`src/rtl/muldiv_unit_if.sv`:
```
// Request/response bundle between the issuing pipeline and the HI/LO multiply/divide unit.
// start_in is a one-cycle request; it is taken on a rising edge only when stall_out is low.
interface muldiv_unit_if;
    logic        start_in;
    logic [5:0]  funct_in;
    logic [31:0] rs_in;
    logic [31:0] rt_in;
    logic        cancel_in;
    logic        busy_out;
    logic        stall_out;
    logic        done_out;
    logic [31:0] result_out;
    logic [31:0] hi_out;
    logic [31:0] lo_out;

    modport master (
        output start_in, funct_in, rs_in, rt_in, cancel_in,
        input  busy_out, stall_out, done_out, result_out, hi_out, lo_out
    );

    modport slave (
        input  start_in, funct_in, rs_in, rt_in, cancel_in,
        output busy_out, stall_out, done_out, result_out, hi_out, lo_out
    );
endinterface

```
`src/rtl/muldiv_unit.sv`:
```
// Iterative 32x32 multiply / 32/32 divide with architectural HI/LO registers.
// Radix-2 shift-add multiply and restoring divide, 32 iterations plus one sign-fix cycle.
module muldiv_unit (
    input  logic              clk,
    input  logic              rst_n,
    muldiv_unit_if.slave      bus,
    output logic [2:0]        state_dbg
);
    localparam logic [5:0] F_MFHI  = 6'h10;
    localparam logic [5:0] F_MTHI  = 6'h11;
    localparam logic [5:0] F_MFLO  = 6'h12;
    localparam logic [5:0] F_MTLO  = 6'h13;
    localparam logic [5:0] F_MULT  = 6'h18;
    localparam logic [5:0] F_MULTU = 6'h19;
    localparam logic [5:0] F_DIV   = 6'h1A;
    localparam logic [5:0] F_DIVU  = 6'h1B;

    typedef enum logic [2:0] {S_IDLE, S_MUL, S_DIV, S_FIX, S_DONE} state_t;

    state_t      state, state_nxt;
    logic        busy, done;
    logic [63:0] acc;
    logic [31:0] opnd;
    logic [31:0] rs_raw;
    logic        neg_q, neg_r, dz, op_div;
    logic [4:0]  cnt;
    logic [31:0] hi, lo;

    logic is_mul, is_div, is_mt, is_mf, known, accept;
    assign is_mul = (bus.funct_in == F_MULT) || (bus.funct_in == F_MULTU);
    assign is_div = (bus.funct_in == F_DIV)  || (bus.funct_in == F_DIVU);
    assign is_mt  = (bus.funct_in == F_MTHI) || (bus.funct_in == F_MTLO);
    assign is_mf  = (bus.funct_in == F_MFHI) || (bus.funct_in == F_MFLO);
    assign known  = is_mul || is_div || is_mt || is_mf;
    assign accept = bus.start_in && known && !busy && !bus.cancel_in;

    // Even funct codes (MULT, DIV) are the signed variants.
    logic        sgn_op, sa, sb;
    logic [31:0] rs_mag, rt_mag;
    assign sgn_op = !bus.funct_in[0];
    assign sa     = sgn_op && bus.rs_in[31];
    assign sb     = sgn_op && bus.rt_in[31];
    assign rs_mag = sa ? -bus.rs_in : bus.rs_in;
    assign rt_mag = sb ? -bus.rt_in : bus.rt_in;

    // acc = {partial product, remaining multiplier bits}
    logic [32:0] mul_sum;
    logic [63:0] mul_next;
    assign mul_sum  = {1'b0, acc[63:32]} + (acc[0] ? {1'b0, opnd} : 33'd0);
    assign mul_next = {mul_sum, acc[31:1]};

    // acc = {partial remainder, dividend bits shifting out / quotient bits shifting in}
    logic [32:0] div_top;
    logic [31:0] div_diff;
    logic        div_ge;
    logic [63:0] div_next;
    assign div_top  = acc[63:31];
    assign div_ge   = div_top >= {1'b0, opnd};
    assign div_diff = div_top[31:0] - opnd;
    assign div_next = div_ge ? {div_diff, acc[30:0], 1'b1} : {div_top[31:0], acc[30:0], 1'b0};

    logic [63:0] prod_fix;
    logic [31:0] quo_fix, rem_fix;
    assign prod_fix = neg_q ? -acc : acc;
    assign quo_fix  = dz ? 32'hFFFF_FFFF : (neg_q ? -acc[31:0] : acc[31:0]);
    assign rem_fix  = dz ? rs_raw : (neg_r ? -acc[63:32] : acc[63:32]);

    always_ff @(posedge clk or negedge rst_n) begin
        if (!rst_n) state <= S_IDLE;
        else        state <= state_nxt;
    end

    always_comb begin
        state_nxt = state;
        case (state)
            S_IDLE, S_DONE: begin
                state_nxt = S_IDLE;
                if (accept && is_mul)      state_nxt = S_MUL;
                else if (accept && is_div) state_nxt = S_DIV;
            end
            S_MUL, S_DIV: if (cnt == 5'd31) state_nxt = S_FIX;
            S_FIX:        state_nxt = S_DONE;
            default:      state_nxt = S_IDLE;
        endcase
        if (bus.cancel_in) state_nxt = S_IDLE;
    end

    always_comb begin
        busy      = (state == S_MUL) || (state == S_DIV) || (state == S_FIX);
        done      = (state == S_DONE);
        state_dbg = state;
    end

    always_ff @(posedge clk or negedge rst_n) begin
        if (!rst_n) begin
            acc    <= '0;
            opnd   <= '0;
            rs_raw <= '0;
            neg_q  <= 1'b0;
            neg_r  <= 1'b0;
            dz     <= 1'b0;
            op_div <= 1'b0;
            cnt    <= '0;
            hi     <= '0;
            lo     <= '0;
        end else if (!bus.cancel_in) begin
            if (accept) begin
                if (bus.funct_in == F_MTHI) hi <= bus.rs_in;
                if (bus.funct_in == F_MTLO) lo <= bus.rs_in;
                if (is_mul || is_div) begin
                    acc    <= is_div ? {32'd0, rs_mag} : {32'd0, rt_mag};
                    opnd   <= is_div ? rt_mag : rs_mag;
                    rs_raw <= bus.rs_in;
                    neg_q  <= sa ^ sb;
                    neg_r  <= sa;
                    dz     <= is_div && (bus.rt_in == 32'd0);
                    op_div <= is_div;
                    cnt    <= '0;
                end
            end else if (state == S_MUL) begin
                acc <= mul_next;
                cnt <= cnt + 5'd1;
            end else if (state == S_DIV) begin
                acc <= div_next;
                cnt <= cnt + 5'd1;
            end else if (state == S_FIX) begin
                if (op_div) begin
                    hi <= rem_fix;
                    lo <= quo_fix;
                end else begin
                    hi <= prod_fix[63:32];
                    lo <= prod_fix[31:0];
                end
            end
        end
    end

    assign bus.busy_out   = busy;
    assign bus.done_out   = done;
    assign bus.stall_out  = bus.start_in && busy && known;
    assign bus.hi_out     = hi;
    assign bus.lo_out     = lo;
    assign bus.result_out = (bus.funct_in == F_MFHI) ? hi :
                            (bus.funct_in == F_MFLO) ? lo : 32'd0;
endmodule

```
`src/flat_wrapper.sv`:
```
// flat-port wrapper written by rule: the top's interface ports become plain ports
module muldiv_unit_flat 
  (clk, rst_n, state_dbg, bus_start_in, bus_funct_in, bus_rs_in, bus_rt_in, bus_cancel_in, bus_busy_out, bus_stall_out, bus_done_out, bus_result_out, bus_hi_out, bus_lo_out);
  muldiv_unit_if bus_i ();
  input  logic clk;
  input  logic rst_n;
  output logic [2:0] state_dbg;
  input wire logic [$bits(bus_i.start_in)-1:0] bus_start_in;
  input wire logic [$bits(bus_i.funct_in)-1:0] bus_funct_in;
  input wire logic [$bits(bus_i.rs_in)-1:0] bus_rs_in;
  input wire logic [$bits(bus_i.rt_in)-1:0] bus_rt_in;
  input wire logic [$bits(bus_i.cancel_in)-1:0] bus_cancel_in;
  output wire logic [$bits(bus_i.busy_out)-1:0] bus_busy_out;
  output wire logic [$bits(bus_i.stall_out)-1:0] bus_stall_out;
  output wire logic [$bits(bus_i.done_out)-1:0] bus_done_out;
  output wire logic [$bits(bus_i.result_out)-1:0] bus_result_out;
  output wire logic [$bits(bus_i.hi_out)-1:0] bus_hi_out;
  output wire logic [$bits(bus_i.lo_out)-1:0] bus_lo_out;
  assign bus_i.start_in = bus_start_in;
  assign bus_i.funct_in = bus_funct_in;
  assign bus_i.rs_in = bus_rs_in;
  assign bus_i.rt_in = bus_rt_in;
  assign bus_i.cancel_in = bus_cancel_in;
  assign bus_busy_out = bus_i.busy_out;
  assign bus_stall_out = bus_i.stall_out;
  assign bus_done_out = bus_i.done_out;
  assign bus_result_out = bus_i.result_out;
  assign bus_hi_out = bus_i.hi_out;
  assign bus_lo_out = bus_i.lo_out;
  muldiv_unit u_core (.clk(clk), .rst_n(rst_n), .bus(bus_i), .state_dbg(state_dbg));
endmodule
```
`config.mk`:
```
export PLATFORM = sky130hd
export DESIGN_NAME = muldiv_unit_flat
export DESIGN_NICKNAME = d
export VERILOG_FILES = /design/src/rtl/muldiv_unit_if.sv /design/src/rtl/muldiv_unit.sv /design/src/flat_wrapper.sv
export SDC_FILE = /design/constraint.sdc
export NUM_CORES = 1
export LEC_CHECK = 0
export ABC_CLOCK_PERIOD_IN_PS = 3720
export BUFFER_PORTS_ARGS = -buffer_cell sky130_fd_sc_hd__buf_2
export CORE_MARGIN = 2
export CORE_UTILIZATION = 55
export DETAILED_ROUTE_END_ITERATION = 7
export PLACE_DENSITY_LB_ADDON = 0.2
export SLEW_MARGIN = 15
export SYNTH_ARGS = -nofsm -noshare
export SYNTH_HDL_FRONTEND = slang
export SYNTH_SLANG_ARGS = --single-unit
```
`constraint.sdc`:
```
create_clock -name clk -period 3.72 [get_ports clk]
set_input_delay 0.186 -clock clk [delete_from_list [all_inputs] [get_ports clk]]
set_output_delay 0.186 -clock clk [all_outputs]
set_load 0.01 [all_outputs]
```
==> qor.yml <==
detailed_routing:
  drcViolationCount: 0
  wl_per_cell_um: 21.09
  drt_iter0_drc: 2459
  ant_nets: 0
  dr_total_vias: 18360
  vias_per_cell: 6.404
  drt-total-wl_mm: 60.47
  drt-pass1-iter-count: 8
timing:
  hold_viol: 0
  holdWs_ns: 0.02485
  fin_tns_setup_ns: 0
  slew_viol_final: 0
  max_slew_margin_pct: 17.08
  post-route-period-util_pct: 94.70
  tightest_slew_ns: 1.244
  fin_crit_ns: 3.523
  clock.fmax_mhz: 283.9
  setup_viol: 0
  finalClockSkew_ns: 0.006991
clock_network:
  clk_pin_slew_ns: 0.06
  insertion_delay_ns: 0.52
  tritoncts: "done"
  numCtsBuffers: 23
  cts_buffer_depth: 3
  root_buffer: "clkbuf_16"
  clock-sinks: 204
  htreeDepth: 1
grt:
  grt_pass1_vias: 17280
  antenna_found_initial: 0
  gr-total-overflow: 0
  grt_pass1_wl_mm: 94.83
  grt_max_degree: 109
  grt_usage_pct: 36.00
yosys:
  avgSynthCellArea_um2: 7.533
  synth_edf_count: 0
  synth_cell_type_count: 78
  ys_top_cells_by_area: "dfrtp_1 29%, nand2_1 8.1%, o21ai_0 6.9%"
  syn_inst: 2308
  post-synth-top-area-fraction_pct: 29.36
  yosys_warnings: 0
  netlist_area_um2: 17390
  synthFlopType: "dfrtp_1"
  ys_seq_area_share_pct: 29.36
  ys_async_sr_fraction_pct: 100.0
  synth_seq_cells: 204
  yosysTopAreaCell: "dfrtp_1"
  synth_nets: 2454
critical_path:
  rr_worst_depth: 10
  critical_path_arrival_ns: 3.93
  worstPathMaxFanout: 9
  slowest_stage: "o21ai_0"
  critPathLaunchType: "flip-flop"
  crit_type: "flip-flop to flip-flop"
  cp_slowest_stage_delay_ns: 0.66
  startpoint: "u_core.acc[36]"
  r2r_start: "u_core.acc[36]"
  critical_path_required_ns: 4.13
  path_cells: "ha_1 -> nand4_1 -> o21bai_1 -> nor3b_1 -> o21ai_0 -> a221o_1 -> nand2_1 -> a2111oi_0 -> a211oi_1 -> a22o_1"
  worst_setup_path_end_kind: "flip-flop"
floorplanning:
  chipWidth_um: 181.8
  io_pins: 176
  die_h_um: 181.8
  start_util_pct: 55.52
  core_area_um2: 31310
  fp-row-count: 65
  dieArea_um2: 33050
worst_hold_path:
  hold-path-cell-count: 3
  hold_start: "bus_rs_in[7]"
  worstHoldPathType: "input port to flip-flop"
pwr:
  power_density_nw_per_um2: 343.5
  power_mw: 6.881
  p_leak_nw: 9.032
  irDropWorstVdd_mv: 0.2706
status:
  outcome: "complete, no violations"
placement:
  io_buffers: 175
  routabilityCongestion: 1.074
  hpwl_mm: 45.16
final_layout:
  nNetsFinal: 2597
  final_layout_size_suffix_gt1_share_pct: 14.12
  areaGrowthSynthToFinish_pct: 15.22
  diodes: 0
job:
  cap_violations: 0
registers in the layout (all words and copies together) (netlist names):
name,count
u_core.neg_q,1
u_core.opnd,32
u_core.cnt,5
u_core.op_div,1
u_core.state_dbg,3
u_core.bus.hi_out,32
u_core.acc,64
u_core.rs_raw,32
u_core.neg_r,1
u_core.dz,1
u_core.bus.lo_out,32
repair_timing:
item	in CTS	in global routing
setup endpoints to repair	0	13
gates resized for setup	0	10
hold buffers	29	0
buffers inserted	0	3
endpoints found under the hold margin	135	0
worst max-delay path, delay by kind of cell (launching register included):
kind	cells	cell delay, ns
AO/OA/AOI/OAI	6	1.98
flip-flops	1	0.56
adder cells (fa/ha/maj)	1	0.47
AND/OR/NAND/NOR	3	0.41
layout make-up:
| type | instances | area (µm²) |
|---|---|---|
| clock inverter | 11 | 170.2 |
| tap | 402 | 503.0 |
| sequential | 204 | 5106 |
| clock buffer | 28 | 614.3 |
| inverter | 69 | 262.8 |
| fill | 2735 | 11280 |
| multi-input combinational | 1863 | 11490 |
| timing repair buffer | 290 | 1883 |
layer usage:
metal | part of all wire, % | GRT usage, % | up-vias
met1 | 42 | 51.06 | 8630
li1 | - | - | 8478
met4 | 3.9 | 13.43 | 0
met2 | 43 | 55.49 | 1083
met5 | 0 | 0 | -
met3 | 11 | 5.796 | 168
stage by stage:
stage | instances | area (µm²) | setup slack [ns] | util, %
6_report | 2867 | 20030 | 0.1972 | 63.98
5_1_grt | 2867 | 20030 | -0.01282 | 63.98
4_1_cts | 2864 | 19960 | 0.07255 | 63.73
3_5_place_dp | 2796 | 18880 | 0.09510 | 60.30
3_3_place_gp | 2796 | 18880 | 0.1877 | 60.30
2_1_floorplan | 2308 | 17390 | 0.4853 | -
logic make-up after synthesis:
group                      Yosys count  synth area share (%)
DFF                                204                 29.36
xor gates and xnor gates           194                 9.773
and+or+nand+nor                    793                 20.73
adders and majority gates           72                 5.268
buffers and inverters              241                 5.239
AOI/OAI and AO/OA                  737                 25.71
muxes                               67                 3.915
placed cells by master (no fill, tap or decap), types with 16 or more instances in the layout:
master         Yosys  final
o22ai_1           44     44
nor3_1            33     31
a21o_1            24     24
nor2_1           179    178
inv_1             69     68
buf_2              2    174
xnor2_1          122    122
dfrtp_1          204    203
dlygate4sd3_1      0     29
o211ai_1          39     39
or3_1             40     38
ha_1              70     70
o21ai_1           24     25
o31ai_1           32     30
a211oi_1          23     23
nand2b_1          27     27
o21ai_0          238    237
o221ai_1          22     22
clkbuf_16          0     23
nand3_1           28     26
buf_4              1     81
xor2_1            72     72
and3_1            17     16
nand2_1          374    374
mux2i_1           59     59
a21oi_1          191    188
synth_stat cells, types with 4 or more instances:
| master | number |
|---|---|
| o31ai_1 | 32 |
| a211o_1 | 4 |
| or4_1 | 14 |
| inv_1 | 69 |
| or2_2 | 8 |
| a21oi_1 | 191 |
| ha_1 | 70 |
| mux2_2 | 8 |
| a211oi_1 | 23 |
| clkbuf_1 | 156 |
| o21ai_0 | 238 |
| and2_1 | 8 |
| o41ai_1 | 9 |
| o21ai_1 | 24 |
| a21o_1 | 24 |
| xnor2_1 | 122 |
| o221ai_1 | 22 |
| xor2_1 | 72 |
| buf_1 | 13 |
| o21a_1 | 13 |
| o21bai_1 | 8 |
| dfrtp_1 | 204 |
| a22o_1 | 13 |
| nand3b_1 | 5 |
| nand4_1 | 10 |
| and3_1 | 17 |
| nor2_1 | 179 |
| a221oi_1 | 10 |
| mux2i_1 | 59 |
| nor2b_1 | 10 |
| nor4_1 | 14 |
| o211ai_1 | 39 |
| o22ai_1 | 44 |
| nor3b_1 | 5 |
| or3_1 | 40 |
| nor3_1 | 33 |
| a31oi_1 | 13 |
| nand2b_1 | 27 |
| a221o_1 | 4 |
| nand2_1 | 374 |
| nand3_1 | 28 |
final timing paths:
check | endpoint | slack (ns)
max | u_core.acc[63] | 0.20
min | u_core.rs_raw[7] | 0.02
min in group asynchronous | u_core.state_dbg[2] | 0.30
max reg2reg | u_core.acc[63] | 0.20
max in group asynchronous | u_core.opnd[11] | 2.51
min reg2reg | u_core.rs_raw[24] | 0.48
report_power, final:
group	internal, mW	leakage (nW)	switching, mW	total (mW)
clock network	1.45	0.374	0.973	2.42
registers	2.36	2.66	0.186	2.55
logic	0.747	6.00	1.16	1.91
Power figures use the tool's default switching activity.
